==> config.mk <==
export PLATFORM = sky130hd
export DESIGN_NAME = match_clock_ctrl
export DESIGN_NICKNAME = d
export VERILOG_FILES = /design/src/rtl/match_pkg.sv /design/src/rtl/tick_prescaler.sv /design/src/rtl/match_clock_ctrl.sv
export SDC_FILE = /design/constraint.sdc
export NUM_CORES = 1
export LEC_CHECK = 0
export CAP_MARGIN = 10
export CORE_ASPECT_RATIO = 0.75
export CORE_UTILIZATION = 53
export DETAILED_ROUTE_END_ITERATION = 7
export GPL_ROUTABILITY_DRIVEN = 0
export PLACE_DENSITY = 0.84
export SLEW_MARGIN = 10
export SYNTH_ARGS = -nofsm -noshare
export SYNTH_HDL_FRONTEND = slang
export SYNTH_SLANG_ARGS = --single-unit
==> constraint.sdc <==
create_clock -name clk -period 2 [get_ports clk]
set_clock_uncertainty 0.2 [all_clocks]
set_input_delay 0.4 -clock clk [delete_from_list [all_inputs] [get_ports clk]]
set_output_delay 0.4 -clock clk [all_outputs]
set_load 0.1 [all_outputs]
==> src/rtl/match_pkg.sv <==
// Shared match-clock types and constants, also imported by the HUD overlays.
package match_pkg;

  typedef enum logic [2:0] {
    IDLE,
    RUNNING,
    PAUSED,
    GOAL_HOLD,
    OVER
  } match_state_t;

  localparam int unsigned GOAL_HOLD_SEC_DEFAULT = 3;
  localparam int unsigned HOLD_W                = 4;

endpackage

==> src/rtl/tick_prescaler.sv <==
// Free-running prescaler: counts while enabled, wraps at a runtime terminal count.
module tick_prescaler #(
  parameter int unsigned WIDTH = 8
) (
  input  logic             clk,
  input  logic             resetN,
  input  logic             enable,
  input  logic             clear,
  input  logic [WIDTH-1:0] terminal,
  output logic             wrap
);

  logic [WIDTH-1:0] count_q, count_d;

  // >= rather than == so a terminal lowered below the count wraps on the next cycle
  always_comb begin
    wrap    = enable && !clear && (count_q >= terminal);
    count_d = count_q;
    if (clear || wrap) begin
      count_d = '0;
    end else if (enable) begin
      count_d = count_q + 1'b1;
    end
  end

  always_ff @(posedge clk or negedge resetN) begin
    if (!resetN) begin
      count_q <= '0;
    end else begin
      count_q <= count_d;
    end
  end

endmodule

==> src/rtl/match_clock_ctrl.sv <==
// Match clock FSM: gates the one_sec tick with start/pause/goal-hold/over states.
// Optional turbo rate (turbo_key port) enabled by defining MATCH_CLOCK_TURBO_EN.
module match_clock_ctrl
  import match_pkg::*;
#(
  parameter int unsigned CLK_FREQ_HZ   = 31_500_000,
  parameter int unsigned GOAL_HOLD_SEC = GOAL_HOLD_SEC_DEFAULT
`ifdef MATCH_CLOCK_TURBO_EN
  ,
  parameter int unsigned TURBO_DIV     = 10
`endif
) (
  input  logic              clk,
  input  logic              resetN,
  input  logic              start_key,
  input  logic              pause_key,
  input  logic              goal_scored,
  input  logic              game_over,
`ifdef MATCH_CLOCK_TURBO_EN
  input  logic              turbo_key,
`endif
  output logic              one_sec,
  output logic              running,
  output logic              paused,
  output logic              goal_hold,
  output logic              match_over,
  output logic [HOLD_W-1:0] hold_left
);

  localparam int unsigned CW = (CLK_FREQ_HZ > 2) ? $clog2(CLK_FREQ_HZ) : 1;
  localparam logic [CW-1:0] TC_NORMAL = CW'(CLK_FREQ_HZ - 1);
`ifdef MATCH_CLOCK_TURBO_EN
  localparam logic [CW-1:0] TC_TURBO  = CW'(CLK_FREQ_HZ / TURBO_DIV - 1);
`endif

  match_state_t      state_q, state_d;
  logic              start_dly_q, start_dly_d, pause_dly_q, pause_dly_d;
  logic              start_arm_q, start_arm_d, pause_arm_q, pause_arm_d;
  logic              one_sec_q, one_sec_d;
  logic              running_q, running_d, paused_q, paused_d;
  logic              goal_hold_q, goal_hold_d, match_over_q, match_over_d;
  logic [HOLD_W-1:0] hold_left_q, hold_left_d;

  logic              start_rise, pause_rise;
  logic              stay_running, tick_en, tick_clr, tick_wrap;
  logic [CW-1:0]     tick_tc;

  // The arm flags keep a key held across reset release from counting as a press
  // until it has been seen low once.
  always_comb begin
    start_dly_d  = start_key;
    pause_dly_d  = pause_key;
    start_arm_d  = start_arm_q | ~start_key;
    pause_arm_d  = pause_arm_q | ~pause_key;
    start_rise   = start_key & ~start_dly_q & start_arm_q;
    pause_rise   = pause_key & ~pause_dly_q & pause_arm_q;

    // Prescaler controls derived from inputs only, so they never depend on its wrap.
    stay_running = (state_q == RUNNING) && !game_over && !goal_scored && !pause_rise;
    tick_en      = stay_running || ((state_q == GOAL_HOLD) && !game_over);
    tick_clr     = game_over || (state_q == IDLE) || (state_q == OVER) ||
                   ((state_q == RUNNING) && goal_scored);
  end

`ifdef MATCH_CLOCK_TURBO_EN
  assign tick_tc = (turbo_key && (state_q == RUNNING)) ? TC_TURBO : TC_NORMAL;
`else
  assign tick_tc = TC_NORMAL;
`endif

  tick_prescaler #(
    .WIDTH (CW)
  ) u_prescaler (
    .clk      (clk),
    .resetN   (resetN),
    .enable   (tick_en),
    .clear    (tick_clr),
    .terminal (tick_tc),
    .wrap     (tick_wrap)
  );

  always_comb begin
    state_d = state_q;
    unique case (state_q)
      IDLE:      if (start_rise) state_d = RUNNING;
      RUNNING: begin
        if (goal_scored)     state_d = GOAL_HOLD;
        else if (pause_rise) state_d = PAUSED;
      end
      PAUSED:    if (pause_rise || start_rise) state_d = RUNNING;
      GOAL_HOLD: if (tick_wrap && (hold_left_q == HOLD_W'(1))) state_d = RUNNING;
      OVER:      state_d = OVER;
      default:   state_d = IDLE;
    endcase
    if (game_over) state_d = OVER;

    one_sec_d = stay_running && tick_wrap;

    hold_left_d = hold_left_q;
    if (state_d != GOAL_HOLD) begin
      hold_left_d = '0;
    end else if (state_q != GOAL_HOLD) begin
      hold_left_d = HOLD_W'(GOAL_HOLD_SEC);
    end else if (tick_wrap) begin
      hold_left_d = hold_left_q - 1'b1;
    end

    running_d    = (state_d == RUNNING);
    paused_d     = (state_d == PAUSED);
    goal_hold_d  = (state_d == GOAL_HOLD);
    match_over_d = (state_d == OVER);
  end

  always_ff @(posedge clk or negedge resetN) begin
    if (!resetN) begin
      state_q      <= IDLE;
      start_dly_q  <= 1'b0;
      pause_dly_q  <= 1'b0;
      start_arm_q  <= 1'b0;
      pause_arm_q  <= 1'b0;
      one_sec_q    <= 1'b0;
      running_q    <= 1'b0;
      paused_q     <= 1'b0;
      goal_hold_q  <= 1'b0;
      match_over_q <= 1'b0;
      hold_left_q  <= '0;
    end else begin
      state_q      <= state_d;
      start_dly_q  <= start_dly_d;
      pause_dly_q  <= pause_dly_d;
      start_arm_q  <= start_arm_d;
      pause_arm_q  <= pause_arm_d;
      one_sec_q    <= one_sec_d;
      running_q    <= running_d;
      paused_q     <= paused_d;
      goal_hold_q  <= goal_hold_d;
      match_over_q <= match_over_d;
      hold_left_q  <= hold_left_d;
    end
  end

  assign one_sec    = one_sec_q;
  assign running    = running_q;
  assign paused     = paused_q;
  assign goal_hold  = goal_hold_q;
  assign match_over = match_over_q;
  assign hold_left  = hold_left_q;

endmodule

==> reports/results.ini <==
[outcome]
status=finished, violations left
violations=setup timing

[die]
dieArea_mm2=0.00445
std_cell_rows=19
die_x_um=76.7
ios=15
core-area_mm2=0.00383
start_util_pct=57.9
die_h_um=58.0

[clock_tree]
clock_latency_ns=0.29
cts_root_buf=clkbuf_8
clock-sinks=41
cts_buffers=5
cts.htree.levels=2
clockBufferDepth=2
tritoncts=built
clkTransAtPathRegs_ns=0.07

[finish]
top_register=u_prescaler.count_q
largest_register_ff_count=25
drive_gt1_share_pct=36.2
antenna-diode-count=0
nets=299
fin_util_pct=80.8
area_growth_pct=39.6

[placement]
port_buffers=14
hpwl_um=3700

[global_routing]
grt_pass1_wl_um=9540
grt-ovfl-total=0
grt_pass1_vias=2032
antenna_found_initial=0
grt_max_degree=24
track_usage_pct=27.8

[yosys]
synth_top_cell_by_area=dfrtp_1
synth_most_common_cell=dfrtp_1
synth_edf_count=0
ys.flop_type=dfrtp_1
yosysTopAreaCellShare_pct=46.3
ys_seq_area_share_pct=46.3
synthesis.area_mm2=0.00222
synthTopCellsByArea=dfrtp_1 46%, xor2_1 4.3%, nor2_1 3.9%, a21oi_1 3.6%, or3_1 3.4%
yosys_register_bits=41
synthesis.nets=240
netlist_top_cells_count=41 x dfrtp_1, 23 x nor2_1, 16 x a21oi_1, 14 x nand2_1, 14 x o21ai_0
syn_inst=231
avgSynthCellArea_um2=9.60
ys_warn_count=0
synth_cell_types=45
async_flop_share_pct=100

[worst_setup_path]
r2r_slack_ns=-0.15
r2r_end=hold_left[1]$_DFFE_PN0P_
cp-end-kind=flip-flop
reg2reg_depth=8
worstPathArrival_ns=2.12
critical_path.top_delay_family=compound AO/OA/AOI/OAI gates
worstSetupStartpointType=flip-flop
crit_end=hold_left[1]$_DFFE_PN0P_
path_cells=inv_1 > ha_1 > inv_1 > o31ai_1 > a21oi_1 > o31ai_1 > buf_4 > a211oi_1
required_ns=1.96
cp_num_buf_inv=3
critical_path_class=reg2reg
rr_startpoint=hold_left[1]$_DFFE_PN0P_
cp-startpoint=hold_left[1]$_DFFE_PN0P_
cp_slowest_cell=dfrtp_4
worst-path-stages=8
worstPathMaxFanout=3
slowest_delay_ns=0.48

[power_and_ir_drop]
power_leakage_nw=1.24
powerDensity_mw_per_mm2=462
vdd_drop_max_uv=561

[detailed_routing]
drt_drc_violations_left=0
drt_wl_total_um=6090
wl_per_cell_um=17.8
vias=2054
viasPerCell=6.01
detail-route-antenna-nets=0
first_pass_iters=4
drtIter0Drc=197

[timing]
fin_crit_sh_pct=108
slew_headroom_pct=70.6
whs_ns=0.250
hold_viol=0
fin_crit_ns=2.15
clock.fmax_mhz=465
finalSetupViolCount=7
maxSlewViolCount=0
rsz0062_at_grt=yes
finalWorstSetupSlack_ns=-0.152
worstMarginPinSlew_ns=0.441

[run]
maxCapViolCount=0

[min_path]
min_path_type=in2reg

cells by family after synthesis:
logic type	count (synthesis)	share of synthesized area (%)
xor+xnor	12	4.74
buf+inv	19	4.51
simple gates	95	23.6
flops	41	46.3
compound gates	61	19.2
fa+ha+maj	3	1.69
through the flow:
step	instances	worst slack (ns)	TNS [ns]	power, mW	area [um2]
3_5_place_dp	328	-0.483	-14.22	0.898	2770
2_1_floorplan	231	-0.00579	-0.0116	0.858	2220
6_report	342	-0.152	-0.785	1.43	3090
3_3_place_gp	328	-0.340	-10.18	0.897	2770
5_1_grt	342	-0.248	-2.29	1.47	3090
4_1_cts	339	0.00193	0	1.44	2950
how the worst min path moves through the flow:
stage | start | endpoint | slack, ns | cells after the start
floorplan | resetN | goal_hold$_DFF_PN0_ | -0.1 | 0
global placement | resetN | paused$_DFF_PN0_ | 0.16 | 1
detailed placement | resetN | match_over$_DFF_PN0_ | 0.16 | 1
CTS | pause_key | pause_dly_q$_DFF_PN0_ | 0.21 | 1
global route | pause_key | pause_dly_q$_DFF_PN0_ | 0.24 | 1
finish | pause_key | pause_dly_q$_DFF_PN0_ | 0.25 | 1
cells in the final DEF (no fill, tap or decap), types with 10 or more instances in the layout:
cell,n
buf_4,46
xor2_1,11
a21oi_1,10
dfrtp_1,38
o21ai_0,14
nor2_1,21
nand2_1,14
or3_1,12
buf_12,10
what timing repair did:
action / in CTS / in global routing
hold buffers: 1 / 0
pin swaps: 3 / 10
hold endpoints to repair: 17 / 0
setup buffers: 3 / 3
endpoints found under the setup margin: 32 / 32
gates cloned: 0 / 0
gates resized for setup: 10 / 28
cell type report:
cell class / count / area, um2
timing repair buffer: 63 / 611
multi-input combinational: 171 / 1270
clock buffer: 7 / 86.3
sequential: 41 / 1030
fill: 234 / 733
inverter: 8 / 30.0
tap: 52 / 65.1
report_power, final:
part	total, mW	switching [mW]	internal (mW)	leakage [nW]
sequential	0.831	0.000860	0.830	0.542
clock	0.544	0.270	0.274	0.0443
combinational	0.0553	0.0337	0.0216	0.652
routing by layer:
layer / vias to the layer above / share of wire, % / GRT usage [%]
met2: 76 / 52 / 48.6
met1: 1008 / 42 / 34.9
met3: 10 / 4.9 / 6.30
met5: - / 0 / 0
met4: 0 / 1.1 / 8.24
li1: 960 / - / -
Note: power is estimated with default switching activity, not from simulation.
